<file path="config.mk">
export PLATFORM = sky130hd
export DESIGN_NAME = timer_arbiter
export DESIGN_NICKNAME = d
export VERILOG_FILES = /design/src/rtl/timer_arbiter_pkg.sv /design/src/rtl/timer_arbiter_rr_pick.sv /design/src/rtl/timer_arbiter.sv
export SDC_FILE = /design/constraint.sdc
export NUM_CORES = 1
export LEC_CHECK = 0
export BUFFER_PORTS_ARGS = -buffer_cell sky130_fd_sc_hd__buf_2
export CORE_AREA = 2 2 54 56
export DETAILED_ROUTE_END_ITERATION = 16
export DIE_AREA = 0 0 56 58
export PLACE_DENSITY = 0.77
export SLEW_MARGIN = 20
export SYNTH_ARGS = -nofsm -noshare
export SYNTH_HDL_FRONTEND = slang
export SYNTH_SLANG_ARGS = --single-unit
export TNS_END_PERCENT = 1
</file>
<file path="constraint.sdc">
create_clock -name clk -period 1.8 [get_ports clk]
set_input_delay 0.27 -clock clk [delete_from_list [all_inputs] [get_ports clk]]
set_output_delay 0.27 -clock clk [all_outputs]
set_load 0.005 [all_outputs]
</file>
<file path="src/rtl/timer_arbiter_pkg.sv">
// Shared types and constants for the timer arbiter: FSM state encoding,
// default dimensions and a small index-wrap helper.
package timer_arbiter_pkg;

    localparam int DEF_NREQ = 4;
    localparam int DEF_CW   = 4;

    typedef enum logic [1:0] {
        ST_IDLE = 2'b00,
        ST_RUN  = 2'b01,
        ST_DONE = 2'b10
    } state_t;

    // Next requester index after idx, wrapping back to 0 past n-1.
    function automatic int unsigned wrap_inc(input int unsigned idx, input int unsigned n);
        if (idx + 32'd1 >= n) begin
            return 32'd0;
        end else begin
            return idx + 32'd1;
        end
    endfunction

endpackage

</file>
<file path="src/rtl/timer_arbiter_rr_pick.sv">
// Combinational round-robin picker: scans requesters starting at ptr and
// wrapping modulo NREQ, returning the first asserted one as one-hot and index.
module rr_pick
    import timer_arbiter_pkg::*;
#(
    parameter int NREQ = DEF_NREQ,
    parameter int PW   = (NREQ > 1) ? $clog2(NREQ) : 1
) (
    input  logic [NREQ-1:0] req,
    input  logic [PW-1:0]   ptr,
    output logic [NREQ-1:0] win_oh,
    output logic [PW-1:0]   win_idx,
    output logic            win_vld
);

    logic [2*NREQ-1:0] dbl_s;
    logic [NREQ-1:0]   rot_s;
    int unsigned       pos_s;

    // Rotate the request vector so bit k is requester (ptr+k) mod NREQ.
    always_comb begin
        dbl_s = {req, req} >> ptr;
        rot_s = dbl_s[NREQ-1:0];
    end

    // Take the lowest rotated request and map it back to its real index.
    always_comb begin
        win_vld = 1'b0;
        win_idx = '0;
        win_oh  = '0;
        pos_s   = 32'd0;
        for (int k = 0; k < NREQ; k++) begin
            if (!win_vld && rot_s[k]) begin
                win_vld = 1'b1;
                pos_s   = 32'(ptr) + 32'(k);
                if (pos_s >= 32'(NREQ)) begin
                    pos_s = pos_s - 32'(NREQ);
                end else begin
                    pos_s = pos_s;
                end
                win_idx = PW'(pos_s);
            end else begin
                win_vld = win_vld;
            end
        end
        if (win_vld) begin
            win_oh = NREQ'(1'b1) << win_idx;
        end else begin
            win_oh = '0;
        end
    end

endmodule

</file>
<file path="src/rtl/timer_arbiter.sv">
// Timer arbiter: grants a shared CW-bit up-counter to one requester at a
// time in round-robin order, counts len+1 cycles, then pulses done.
module timer_arbiter
    import timer_arbiter_pkg::*;
#(
    parameter int NREQ = DEF_NREQ,
    parameter int CW   = DEF_CW
) (
    input  logic                 clk,
    input  logic                 rst,
    input  logic [NREQ-1:0]      req,
    input  logic [NREQ*CW-1:0]   req_len,
    output logic [NREQ-1:0]      gnt,
    output logic [NREQ-1:0]      done,
    output logic                 busy,
    output logic [CW-1:0]        cnt
);

    localparam int PW = (NREQ > 1) ? $clog2(NREQ) : 1;

    state_t          state_r, state_s;
    logic [PW-1:0]   ptr_r, ptr_s;
    logic [PW-1:0]   win_r, win_s;
    logic [CW-1:0]   len_r, len_s;
    logic [NREQ-1:0] gnt_r, gnt_s;
    logic [NREQ-1:0] done_r, done_s;
    logic            busy_r, busy_s;
    logic [CW-1:0]   cnt_r, cnt_s;

    logic [NREQ-1:0] pick_oh_s;
    logic [PW-1:0]   pick_idx_s;
    logic            pick_vld_s;
    logic [CW-1:0]   pick_len_s;
    logic [PW-1:0]   ptr_inc_s;

    rr_pick #(
        .NREQ (NREQ),
        .PW   (PW)
    ) u_rr_pick (
        .req     (req),
        .ptr     (ptr_r),
        .win_oh  (pick_oh_s),
        .win_idx (pick_idx_s),
        .win_vld (pick_vld_s)
    );

    // Select the length slice belonging to the current round-robin winner.
    always_comb begin
        pick_len_s = '0;
        for (int i = 0; i < NREQ; i++) begin
            if (pick_oh_s[i]) begin
                pick_len_s = req_len[i*CW +: CW];
            end else begin
                pick_len_s = pick_len_s;
            end
        end
    end

    // Pointer value that makes the requester after the current winner first in line.
    always_comb begin
        ptr_inc_s = PW'(wrap_inc(32'(win_r), 32'(NREQ)));
    end

    // Next-state and next-output logic for the grant sequencer.
    always_comb begin
        state_s = state_r;
        ptr_s   = ptr_r;
        win_s   = win_r;
        len_s   = len_r;
        gnt_s   = gnt_r;
        done_s  = '0;
        busy_s  = busy_r;
        cnt_s   = cnt_r;
        case (state_r)
            ST_IDLE: begin
                if (pick_vld_s) begin
                    state_s = ST_RUN;
                    win_s   = pick_idx_s;
                    len_s   = pick_len_s;
                    gnt_s   = pick_oh_s;
                    busy_s  = 1'b1;
                    cnt_s   = '0;
                end else begin
                    gnt_s   = '0;
                    busy_s  = 1'b0;
                    cnt_s   = '0;
                end
            end
            ST_RUN: begin
                if ((req & gnt_r) == '0) begin
                    // Granted requester withdrew: abandon the run silently.
                    state_s = ST_IDLE;
                    gnt_s   = '0;
                    busy_s  = 1'b0;
                    cnt_s   = '0;
                    ptr_s   = ptr_inc_s;
                end else if (cnt_r == len_r) begin
                    state_s = ST_DONE;
                    done_s  = gnt_r;
                    gnt_s   = '0;
                    busy_s  = 1'b1;
                    cnt_s   = '0;
                end else begin
                    cnt_s   = cnt_r + CW'(1'b1);
                end
            end
            ST_DONE: begin
                // Requests are ignored here, giving one idle cycle between grants.
                state_s = ST_IDLE;
                ptr_s   = ptr_inc_s;
                gnt_s   = '0;
                busy_s  = 1'b0;
                cnt_s   = '0;
            end
            default: begin
                state_s = ST_IDLE;
                ptr_s   = '0;
                gnt_s   = '0;
                busy_s  = 1'b0;
                cnt_s   = '0;
            end
        endcase
    end

    // State and output registers with synchronous reset.
    always_ff @(posedge clk) begin
        if (rst) begin
            state_r <= ST_IDLE;
            ptr_r   <= '0;
            win_r   <= '0;
            len_r   <= '0;
            gnt_r   <= '0;
            done_r  <= '0;
            busy_r  <= 1'b0;
            cnt_r   <= '0;
        end else begin
            state_r <= state_s;
            ptr_r   <= ptr_s;
            win_r   <= win_s;
            len_r   <= len_s;
            gnt_r   <= gnt_s;
            done_r  <= done_s;
            busy_r  <= busy_s;
            cnt_r   <= cnt_s;
        end
    end

    assign gnt  = gnt_r;
    assign done = done_r;
    assign busy = busy_r;
    assign cnt  = cnt_r;

endmodule

</file>
==> out/qor.yml <==
run_status:
  status: "finished clean"
cells_and_area:
  fin_util_pct: 60.9
  fillers: 257
  layout_commonest_cell: "buf_2"
  final_cells: 227
  layout_common_cells: "buf_2, dfxtp_1, nor2_1"
  nets: 224
  antenna_cells: 0
  register_area_um2: 464
  drive_gt1_share_pct: 32.7
  multi_input_area_um2: 791
  area_growth_pct: 24.1
  final_area_um2: 1620
route:
  first_pass_iters: 4
  via_per_inst: 5.79
  drc_errors: 0
  antenna_left: 0
  drt_iter0_drc: 40
  vias: 1314
  wl_per_cell_um: 13.7
  routed_wl_um: 3110
synthesis:
  synth.avg_cell_area_um2: 8.60
  synthFlopType: "dfxtp_1"
  synth.distinct_cells: 39
  ys_ff_latch: 23
  async_flop_share_pct: 0
  yosys_warnings: 0
  yosysSeqAreaShare_pct: 35.2
  syn-num-nets: 179
  synth-edff-count: 0
  synth_area_um2: 1310
  synthCells: 152
setup_path:
  slowest_stage: "dfxtp_2"
  arrival_ps: 1870
  path_buf_inv: 0
  worst-setup-path-type: "flop to flop"
  r2r.worst_path.cells: 5
  r2r-start: "ptr_r[0]$_SDFFE_PP0P_"
  start_kind: "flop"
  r2r_end: "len_r[2]$_SDFFE_PP0P_"
  worst_ep_required_time_ps: 2020
  crit_fanout: 8
  crit_path_end_kind: "flop"
  max_stage_delay_ps: 420
  worstPathCellList: "nor2b_1 > o221a_2 > a211oi_4 > a21oi_1 > a2111oi_2"
  cpLargestDelayFamily: "compound AO/OA/AOI/OAI gates"
  rrSetupSlack_ps: 160
floorplan:
  coreArea_um2: 2660
  placementRows: 19
  die-height_um: 58
  num_io_pins: 35
  initial_core_util_pct: 49.1
  die_w_um: 56
  die_area_um2: 3250
sta:
  holdWs_ps: 237
  setup_viol: 0
  maxSlewViolCount: 0
  hold_viol_final: 0
  tightestPinTransition_ps: 504
  maxSlewHeadroom_pct: 66.4
  rsz0062_at_grt: "no"
  max_freq_ghz: 0.608
  fin_crit_ps: 1640
  finalCritPeriodShare_pct: 91.3
  finalClockSkew_ps: 9.70
  setup_ws_ps: 157
clock_network:
  htreeDepth: 1
  cts_buffers: 3
  clk_latency_ps: 310
  cts_buffer_depth: 2
  clkTransAtPathRegs_ps: 130
  root_buffer: "clkbuf_4"
  clock_sinks: 23
  cts_tree: "built"
  cts-hold-fix-buffers: 0
global_route:
  grt_overflow: 0
  grt_use_total_pct: 19.8
  antenna_found_initial: 0
  grt_first_pass_wirelength_um: 5190
  grt_pass1_vias: 1214
  grt_start_max_net_pins: 18
place:
  place_area_um2: 1550
  placedCellCount: 220
  portBuffers: 34
  dp_slack_ps: -5.59
  dp.final_hpwl_um: 2320
  place_congestion: 0.870
power:
  pwr-share-comb_pct: 28.0
  switching_share_pct: 30.9
  seqPwrFrac_pct: 50.7
  irDropWorstVdd_mv: 0.574
  power.internal_w: 0.000771
  power_density_nw_per_um2: 688
  leakagePower_nw: 0.707
  switching_power_w: 0.000346
  pwr-share-clk_pct: 21.3
min_path:
  worstHoldStart: "req_len[0]"
  hold_end: "len_r[0]$_SDFFE_PP0P_"
  hold_class: "primary input to flop"
  hold-path-cell-count: 3
run:
  drv_cap: 0
-- tightest hold or removal path, cell delays in order --
cell,delay (ps)
buf_2,100
nand3_1,90
a2111oi_2,60
-- power by group through the flow --
stage / clock network (W) / logic [W] / registers [W]
after floorplan: 0 / 0.000195 / 0.000568
after global placement: 0 / 0.000279 / 0.000574
after detailed placement: 0 / 0.000284 / 0.000576
after CTS: 0.000243 / 0.000285 / 0.000564
after global routing: 0.000268 / 0.000345 / 0.000570
final: 0.000238 / 0.000313 / 0.000566
-- worst max-delay path by stage --
stage / startpoint / endpoint / cells after the start
final: ptr_r[0]$_SDFFE_PP0P_ / len_r[2]$_SDFFE_PP0P_ / 5
after global routing: ptr_r[1]$_SDFFE_PP0P_ / len_r[2]$_SDFFE_PP0P_ / 5
after CTS: ptr_r[0]$_SDFFE_PP0P_ / len_r[2]$_SDFFE_PP0P_ / 5
after detailed placement: req[0] / len_r[2]$_SDFFE_PP0P_ / 8
after global placement: req[0] / len_r[3]$_SDFFE_PP0P_ / 8
after floorplan: state_r[0]$_SDFFE_PP0P_ / len_r[2]$_SDFFE_PP0P_ / 9
-- registers in the layout, summed over array words and instances, names as in the netlist --
name	count
len_r	4
state_r	2
gnt	4
win_r	2
ptr_r	2
done	4
cnt	4
busy	1
-- logic make-up after synthesis --
group           synth area share [%]
compound gates                  23.8
flops                           35.2
buf+inv                         5.45
simple gates                    24.4
mux                             2.30
fa+ha+maj                       4.78
xor+xnor                        4.02
-- Yosys cell counts, types with 4 or more instances --
cell / instances / share of area (%)
nor2_1: 17 / 4.9
nand2_1: 9 / 2.6
nor3_1: 5 / 1.9
ha_1: 5 / 4.8
xor2_1: 5 / 3.3
o221ai_1: 5 / 3.3
nand3_1: 8 / 3.1
and2_1: 4 / 1.9
inv_1: 8 / 2.3
nand2b_1: 5 / 2.4
dfxtp_1: 23 / 35
a21oi_1: 15 / 5.7
-- timing repair --
action | CTS | global route
buffers inserted | 0 | 2
resized for setup | 0 | 6
endpoints found under the setup margin | 0 | 4
-- layout make-up --
cell class / instances / area share, %
clock inverters: 1 / 0.308
clock buffers: 3 / 1.39
flip-flops and latches: 23 / 28.6
repair buffers: 47 / 16.7
well taps: 31 / 2.39
inverters: 8 / 1.85
multi-input cells: 114 / 48.7
-- stage by stage --
| step | setup TNS (ps) | total power, W |
|---|---|---|
| final | 0 | 0.00112 |
| after global routing | 0 | 0.00118 |
| after CTS | 0 | 0.00109 |
| after detailed placement | -10.2 | 0.000859 |
| after global placement | 0 | 0.000853 |
| after floorplan | 0 | 0.000763 |
-- layer usage --
layer  wire [um]  share of wire (%)  track usage, %  vias to the layer above
li1            -                  -               -                      637
met4          50                1.6            7.82                        0
met1        1410                 45            26.8                      619
met3         194                6.2            2.23                        9
met2        1460                 47            32.4                       49
met5           0                  0               0                        -
(Power assumes the default switching activity.)
